==> src/rtl/bit_serial_subtractor_pkg.sv <==
// bit_serial_subtractor_pkg: FSM state encoding and default operand width
package bit_serial_subtractor_pkg;
   localparam int WIDTH_DEF = 8;
   typedef enum logic [1:0] {IDLE, SHIFT, DONE} state_t;
endpackage

==> src/rtl/bit_serial_subtractor_if.sv <==
// bit_serial_subtractor_if: request/result bundle of the bit-serial subtractor
interface bit_serial_subtractor_if #(parameter int WIDTH = bit_serial_subtractor_pkg::WIDTH_DEF);
   logic start, bin, busy, done, bout, zero, ovf;
   logic [WIDTH-1:0] a, b, diff;
   modport master(output start, a, b, bin, input busy, done, diff, bout, zero, ovf);
   modport slave(input start, a, b, bin, output busy, done, diff, bout, zero, ovf);
endinterface

==> src/rtl/bit_serial_subtractor_full_sub.sv <==
// full_sub: 1-bit full subtractor stage, diff = a - b - c with borrow out
module full_sub (
   input  logic a,
   input  logic b,
   input  logic c,
   output logic diff,
   output logic br
);
   assign diff = a ^ b ^ c;
   assign br = (~a & b) | (~(a ^ b) & c);
endmodule

==> src/rtl/bit_serial_subtractor.sv <==
// bit_serial_subtractor: LSB-first serial a - b - bin through one reused full_sub stage
module bit_serial_subtractor
   import bit_serial_subtractor_pkg::*;
#(
   parameter int WIDTH = WIDTH_DEF
) (
   input logic clk,
   input logic rst_n,
   bit_serial_subtractor_if.slave bus
);
   localparam int CW = $clog2(WIDTH) + 1;
   state_t state, state_nx;
   logic [WIDTH-1:0] sa, sb, res, diff_q, res_fin;
   logic [CW-1:0] cnt;
   logic br, d, br_nx, bout_q, zero_q, ovf_q, last;
   full_sub u_fs (.a(sa[0]), .b(sb[0]), .c(br), .diff(d), .br(br_nx));
   assign last = cnt == CW'(WIDTH - 1);
   assign res_fin = {d, res[WIDTH-1:1]};
   always_comb begin
      state_nx = state == IDLE  ? (bus.start ? SHIFT : IDLE) :
                 state == SHIFT ? (last ? DONE : SHIFT) : IDLE;
   end
   // On the last SHIFT cycle sa[0]/sb[0] still hold the operand MSBs, so ovf needs no extra storage
   always_ff @(posedge clk or negedge rst_n) begin
      if (!rst_n) begin
         state <= IDLE;
         sa <= '0;
         sb <= '0;
         res <= '0;
         br <= 1'b0;
         cnt <= '0;
         diff_q <= '0;
         bout_q <= 1'b0;
         zero_q <= 1'b0;
         ovf_q <= 1'b0;
      end else begin
         state <= state_nx;
         if (state == IDLE && bus.start) begin
            sa <= bus.a;
            sb <= bus.b;
            br <= bus.bin;
            cnt <= '0;
         end else if (state == SHIFT) begin
            sa <= sa >> 1;
            sb <= sb >> 1;
            res <= res_fin;
            br <= br_nx;
            cnt <= cnt + 1'b1;
            if (last) begin
               diff_q <= res_fin;
               bout_q <= br_nx;
               zero_q <= res_fin == '0;
               ovf_q <= (sa[0] != sb[0]) && (d != sa[0]);
            end
         end
      end
   end
   assign bus.busy = state == SHIFT;
   assign bus.done = state == DONE;
   assign bus.diff = diff_q;
   assign bus.bout = bout_q;
   assign bus.zero = zero_q;
   assign bus.ovf = ovf_q;
endmodule

==> src/flat_wrapper.sv <==
// flat-port wrapper written by rule: the top's interface ports become plain ports
module bit_serial_subtractor_flat import bit_serial_subtractor_pkg::*;
#(
   parameter int WIDTH = WIDTH_DEF
)
  (clk, rst_n, bus_start, bus_a, bus_b, bus_bin, bus_busy, bus_done, bus_diff, bus_bout, bus_zero, bus_ovf);
  bit_serial_subtractor_if #(.WIDTH(WIDTH)) bus_i ();
  input logic clk;
  input logic rst_n;
  input wire logic [$bits(bus_i.start)-1:0] bus_start;
  input wire logic [$bits(bus_i.a)-1:0] bus_a;
  input wire logic [$bits(bus_i.b)-1:0] bus_b;
  input wire logic [$bits(bus_i.bin)-1:0] bus_bin;
  output wire logic [$bits(bus_i.busy)-1:0] bus_busy;
  output wire logic [$bits(bus_i.done)-1:0] bus_done;
  output wire logic [$bits(bus_i.diff)-1:0] bus_diff;
  output wire logic [$bits(bus_i.bout)-1:0] bus_bout;
  output wire logic [$bits(bus_i.zero)-1:0] bus_zero;
  output wire logic [$bits(bus_i.ovf)-1:0] bus_ovf;
  assign bus_i.start = bus_start;
  assign bus_i.a = bus_a;
  assign bus_i.b = bus_b;
  assign bus_i.bin = bus_bin;
  assign bus_busy = bus_i.busy;
  assign bus_done = bus_i.done;
  assign bus_diff = bus_i.diff;
  assign bus_bout = bus_i.bout;
  assign bus_zero = bus_i.zero;
  assign bus_ovf = bus_i.ovf;
  bit_serial_subtractor #(.WIDTH(WIDTH)) u_core (.clk(clk), .rst_n(rst_n), .bus(bus_i));
endmodule
==> config.mk <==
export PLATFORM = sky130hd
export DESIGN_NAME = bit_serial_subtractor_flat
export DESIGN_NICKNAME = d
export VERILOG_FILES = /design/src/rtl/bit_serial_subtractor_pkg.sv /design/src/rtl/bit_serial_subtractor_if.sv /design/src/rtl/bit_serial_subtractor_full_sub.sv /design/src/rtl/bit_serial_subtractor.sv /design/src/flat_wrapper.sv
export SDC_FILE = /design/constraint.sdc
export NUM_CORES = 1
export LEC_CHECK = 0
export ABC_AREA = 1
export CAP_MARGIN = 30
export CORE_ASPECT_RATIO = 1.4
export CORE_MARGIN = 2
export CORE_UTILIZATION = 51
export DETAILED_ROUTE_END_ITERATION = 8
export GPL_TIMING_DRIVEN = 0
export PLACE_DENSITY = 0.78
export SLEW_MARGIN = 40
export SYNTH_ARGS = -nofsm -noshare
export SYNTH_HDL_FRONTEND = slang
export SYNTH_SLANG_ARGS = --single-unit
==> constraint.sdc <==
create_clock -name clk -period 1.9 [get_ports clk]
set_input_delay 0.38 -clock clk [delete_from_list [all_inputs] [get_ports clk]]
set_output_delay 0.38 -clock clk [all_outputs]
set_load 0.05 [all_outputs]
## Word level (Yosys, flattened, before mapping)

Cells that the tools add are included.

- Add/subtract/negate cells: 1
- Equal/unequal tests: 5
- Muxes and demuxes: 12
- Bitwise logic cells: 8
- Reduce and logical (&&, ||, !) cells: 7

Operators by type and width:

| operator | number |
|---|---|
| $mux W8 | 4 |
| $logic_not A8 Y1 | 1 |
| $mux W4 | 2 |
| $mux W2 | 3 |
| $add A4 B1 Y4 const B | 1 |
| $eq A4 B3 Y1 const B | 1 |
| $mux W1 | 3 |
| $not A1 Y1 | 3 |
| $reduce_and A3 Y1 | 1 |
| $and A1 B1 Y1 | 2 |
| $eq A2 B1 Y1 const B | 1 |
| $eq A2 B2 Y1 const B | 1 |
| $logic_and A1 B1 Y1 | 2 |
| $logic_not A2 Y1 | 1 |
| $ne A1 B1 Y1 | 2 |
| $reduce_and A2 Y1 | 1 |
| $reduce_bool A2 Y1 | 1 |
| $xor A1 B1 Y1 | 2 |
| $or A1 B1 Y1 | 1 |

- Register bits after elaboration: 42
- Bits of input ports: 20
- Output and inout port bits: 13
- Word-level logic and storage cells: 43

## Logic depth before layout (Yosys ltp)

- Word-level depth: 6
- Gate-level depth with buffers: 8
- Depth with buffers taken out: 8

## Hierarchy

From an unflattened synthesis, not the netlist that was laid out.

- Cells, all modules: 207
- Area, all modules: 1804.2 um2

Modules (own cells, without submodules):

| module | instances | cells each | area an instance (um2) | seq. area each (um2) |
|---|---|---|---|---|
| bit_serial_subtractor | 1 | 203 | 1773.0 | 1026.0 |
| full_sub | 1 | 4 | 31.3 | 0.0 |

## Worst setup path before layout

No wires, ideal clock.

- Path type: register to register
- Start: register u_core.sa[0]
- End: register u_core.zero_q, in the netlist u_core.bus.zero
- Library setup time: 0.066 ns
- Arrival: 1.363 ns
- Data required time: 1.834 ns
- Slack: 0.471 ns
- Cell stages (with the launch flop): 9
- Path buffers: 0
- Period minus slack after synthesis: 1.429 ns
- Cells stage by stage: dfrtp_1 -> inv_1 -> fa_1 -> inv_1 -> nor2_1 -> nand2_1 -> nor2_1 -> nand2_1 -> nand2_1

- Longest elaborated chain between the ends: 3

Ends and longest elaborated chain:

| what | line | text |
|---|---|---|
| start, declared | bit_serial_subtractor.sv:13 | `logic [WIDTH-1:0] sa, sb, res, diff_q, res_fin;` |
| start signal, assigned | bit_serial_subtractor.sv:39 | `sa <= bus.a;` |
| start signal, assigned | bit_serial_subtractor.sv:44 | `sa <= sa >> 1;` |
| $xor A1 B1 Y1 (2 in a row) | bit_serial_subtractor_full_sub.sv:9 | `assign diff = a ^ b ^ c;` |
| $logic_not A8 Y1 | bit_serial_subtractor.sv:52 | `zero_q <= res_fin == '0;` |
| end signal, assigned | bit_serial_subtractor.sv:34 | `zero_q <= 1'b0;` |
| end signal, assigned | bit_serial_subtractor.sv:52 |  |
| end, declared | bit_serial_subtractor.sv:15 | `logic br, d, br_nx, bout_q, zero_q, ovf_q, last;` |

No other way between the ends.
A chain may end at the register's enable or synchronous reset.

## Final worst setup path

- Start: register u_core.state[1]
- End: output bus_busy

- Longest elaborated chain between the ends: 1

Ends and longest elaborated chain:

| what | line | text |
|---|---|---|
| start, declared | bit_serial_subtractor.sv:12 | `state_t state, state_nx;` |
| start signal, assigned | bit_serial_subtractor.sv:37 | `state <= state_nx;` |
| $eq A2 B1 Y1 | bit_serial_subtractor.sv:58 | `assign bus.busy = state == SHIFT;` |
| end, declared | flat_wrapper.sv:14 | `output wire logic [$bits(bus_i.busy)-1:0] bus_busy;` |

No other way between the ends.

==> results.md <==
- The run finished with clean final reports.
- In the finished design, the share of the clock period the worst path needs comes to 96.8%.
- The pre-CTS worst setup slack is -0.164 ns.
- The area share of xor/xnor cells in the synthesized design is 0%.
- Setup repair after global routing left no endpoint under its margin.
- The final count of pins violating max slew came to 0.
- The detailed router's first-iteration violation count is 60.
- The detailed router placed about 1.4k vias in this run.
- The floorplan step defined a die boundary enclosing approximately 0.0041 mm2.
- The signal on the critical path passes through inv_2, nand2_2, inv_4, buf_2, clkbuf_4.
- The post-synthesis average cell area is about 9 um2.
- 0 antenna diodes ended up in the layout.
- From bottom edge to top edge, the die measures ~75 um.
- The switching power share of the total is around 44%.
- Setup violations remaining at the end of the flow were counted as 0.
- The via count of the first global-routing pass is roughly 1.3k.
- The count of distinct cell types in the synthesized netlist is 19.
- The number of buffers created by CTS is 5.
- The layout overhead on the synthesized area is 24.3%.
- After synthesis, the largest family of logic cells by area is simple AND/OR/NAND/NOR gates.
- The summed negative setup slack over all endpoints is 0 ns.
- In the final routed layout, each cell accounts on average for ~13 um.
- STA classifies the critical path endpoint as an output pin.
- Of the total power, combinational logic draws between 40% and 50%.
- The switching power of the nets is roughly 1.8 mW.
- Detailed placement ended at an HPWL of between 2 and 2.5 mm.
- The class of the tightest hold or removal check is in2async.
- The leading cell type in the layout, fill and taps excluded is nand2_1.
- In this run the clock root is driven by a clkbuf_8.
- Port buffering added 32 buffers.
- The share of power burned in registers is a little under two fifths.
- Global routing used around 20% of the available tracks.
- The synthesized netlist occupies a cell area of 0.00185 mm2.
- The internal power contribution is about 2.3 mW.
- The critical path required time is 1.52 ns.
- Leaving out fill and tap cells, the most frequent cells in the layout are nand2_1 (69), dfrtp_1 (41), nand3_1 (36).
- Counting flops and latches in the post-synthesis netlist gives 41.
- The synthesized netlist devotes between 20% and 30% of its cell area to simple gates.
- The relative slew slack is 65.3%.
- The post-synthesis adder-cell area fraction is 2.43%.
- The data arrival time of the critical path is 1.46 ns.
- The die span in x is about 55 um.
- The critical path's largest stage delay is roughly 0.4 ns.
- During synthesis, Yosys emitted a total of 0 warnings.
- The leakage component of the power is 1.11 nW.
- The final critical-path required period is about 1.8 ns.
- The first global-routing pass estimated roughly 6 mm of wire.
- Once the floorplan was initialized, standard cells occupied 53.9% of the core.
- The largest net degree at the start of global routing is between 40 and 50.
- The buffers plus inverters on the worst setup path is 4.
- After filler insertion, the fill cell instance count of the layout stands at just over 300.
- The maximum level of the CTS H-tree is 2.
- The total count of hold-check failures in the final report is 0.
- The sequential element share of the synthesized area is 55.4%.
- In the routed design, unresolved DRC markers number 0.
- The total core area is ~0.0034 mm2.
- The initial antenna violation count is 0.
- The clock network latency to the later pin of the worst-skew pair is 0.29 ns.
- In the synthesized netlist, mux cells make up 0% of the area.
- The power density normalized to cell area is 1760 mW/mm2.
- Across the run, the number of max-cap violations was 0.
- Static timing analysis puts the maximum clock frequency at around 0.54 GHz.
- In this run the worst path has a maximum fanout of 10.
- The worst hold margin is 0.0574 ns.
- CTS saw just over 40 sinks.
- The net count after synthesis is roughly 230.
- At the pin with the least slew margin, the transition time is 0.520 ns.
- The share of total power in the clock network is 14.2%.
- The detail route stage leaves a number of antenna-violating nets equal to 0.
- The number of hold buffers added after CTS is 0.
- After the last flow step, the layout net total stands at about 270.
- Cells fill between 60% and 70% of the core in the end.
- After clock tree synthesis, the setup repair step added 0 buffers.
- Summed over all layers, the global routing overflow is 0.
- The kind of cell adding the most delay to the critical path is buffers and inverters.
- Clock-pin slew was measured on the worst setup and hold paths at 0.07 ns.
- Routability-driven placement finished with a final weighted congestion of between 0.7 and 0.8.
- The critical path class is reg2out.
- TritonCTS built the clock tree.
- The floorplan row count is 25.
- The vias per cell is 5.09.
- The clock arrives with 0.00527 ns of skew.
- The routed design has 3.58 mm of wire.
- The maximum number of buffers from clock root to sink is 2.
- The number of ports placed on the die boundary is 33.
- The type of element launching the critical path is a flop.
- The first-pass iteration count of the detailed router is 4.
- Among all stages on the critical path, the largest delay is contributed by dfrtp_1.
- The total chip power is ~4.0 mW.
- The share of layout cells above drive strength 1 is between 10 and 15%.
- The synthesized-area fraction occupied by ao, oa, aoi and oai cells is between 6 and 7%.
- The cell count after synthesis came out at between 200 and 250.
- The worst IR drop on VDD is 0.00108 V.
- The setup slack after layout is roughly 0.061 ns.
## timing repair
item	4_1_cts	5_1_grt
endpoints found under the setup margin	2	1
pin swaps	0	0
gates resized for setup	6	1
## flip-flops by register name, summed over array words and instances, names as in the netlist
register and flops:
u_core.br 1, u_core.bus.zero 1, u_core.bus.bout 1, u_core.sb 8
u_core.bus.diff 8, u_core.res 7, u_core.sa 8, u_core.bus.ovf 1
u_core.state 2, u_core.cnt 4
## path summary, 6_finish.rpt
check	startpoint	endpoint	slack (ns)	cells after the start
worst max-delay path	u_core.state[1]	bus_busy	0.06	5
worst min-delay path	rst_n	u_core.bus.diff[1]	0.06	1
worst max register to register	u_core.sa[0]	u_core.bus.zero	0.33	8
worst min register to register	u_core.bus.bout	u_core.bus.bout	0.48	2
max in group asynchronous	rst_n	u_core.sb[5]	1.48	1
min in group clk	u_core.bus.bout	u_core.bus.bout	0.48	2
## cell type report
type / instances / area (um2) / area share, %
buffer: 10 / 90.1 / 3.91
clock buffer: 7 / 86.3 / 3.75
inverter: 13 / 56.3 / 2.44
multi-input combinational: 141 / 681 / 29.5
sequential: 41 / 1030 / 44.5
tap: 40 / 50.0 / 2.17
timing repair buffer: 32 / 314 / 13.6
## power groups by stage
| stage | combinational [mW] | clock, mW | sequential (mW) |
|---|---|---|---|
| after floorplan | 1.06 | 0 | 1.87 |
| after global routing | 2.16 | 0.632 | 1.56 |
| after detailed placement | 1.98 | 0 | 1.52 |
| after CTS | 1.99 | 0.593 | 1.51 |
| after global placement | 1.94 | 0 | 1.51 |
| final | 1.97 | 0.576 | 1.51 |
## synthesized netlist by cell type (all sizes together)
library cell  instances  share of area, %
buf                  10               4.9
dfrtp                41                55
fa                    1               1.1
ha                    2               1.4
inv                  13               3.0
nand2                72                15
nand3                36               9.7
nand3b                1              0.41
nor2                 10               2.4
o21ai                19               6.8
## metrics by stage
step | instances | area, um2
global route | 284 | 2300
finish | 284 | 2300
CTS | 284 | 2300
floorplan | 205 | 1850
detailed placement | 277 | 2220
global placement | 277 | 2220
## per-layer routing
| metal | share of wire (%) | vias up | global-route usage, % |
|---|---|---|---|
| li1 | - | 732 | - |
| met1 | 43 | 664 | 24.4 |
| met2 | 50 | 41 | 34.7 |
| met3 | 4.4 | 8 | 5.88 |
| met4 | 2.1 | 0 | 7.32 |
| met5 | 0 | - | 0 |
## kinds of logic (layout without fill, tap and decap cells)
| logic type | Yosys count | count (layout) |
|---|---|---|
| adder cells (fa/ha/maj) | 3 | 3 |
| flip-flops | 41 | 41 |
| AND/OR/NAND/NOR | 119 | 119 |
| buffers and inverters | 23 | 62 |
| AO/OA/AOI/OAI | 19 | 19 |
Note: power is estimated with default switching activity, not from simulation.
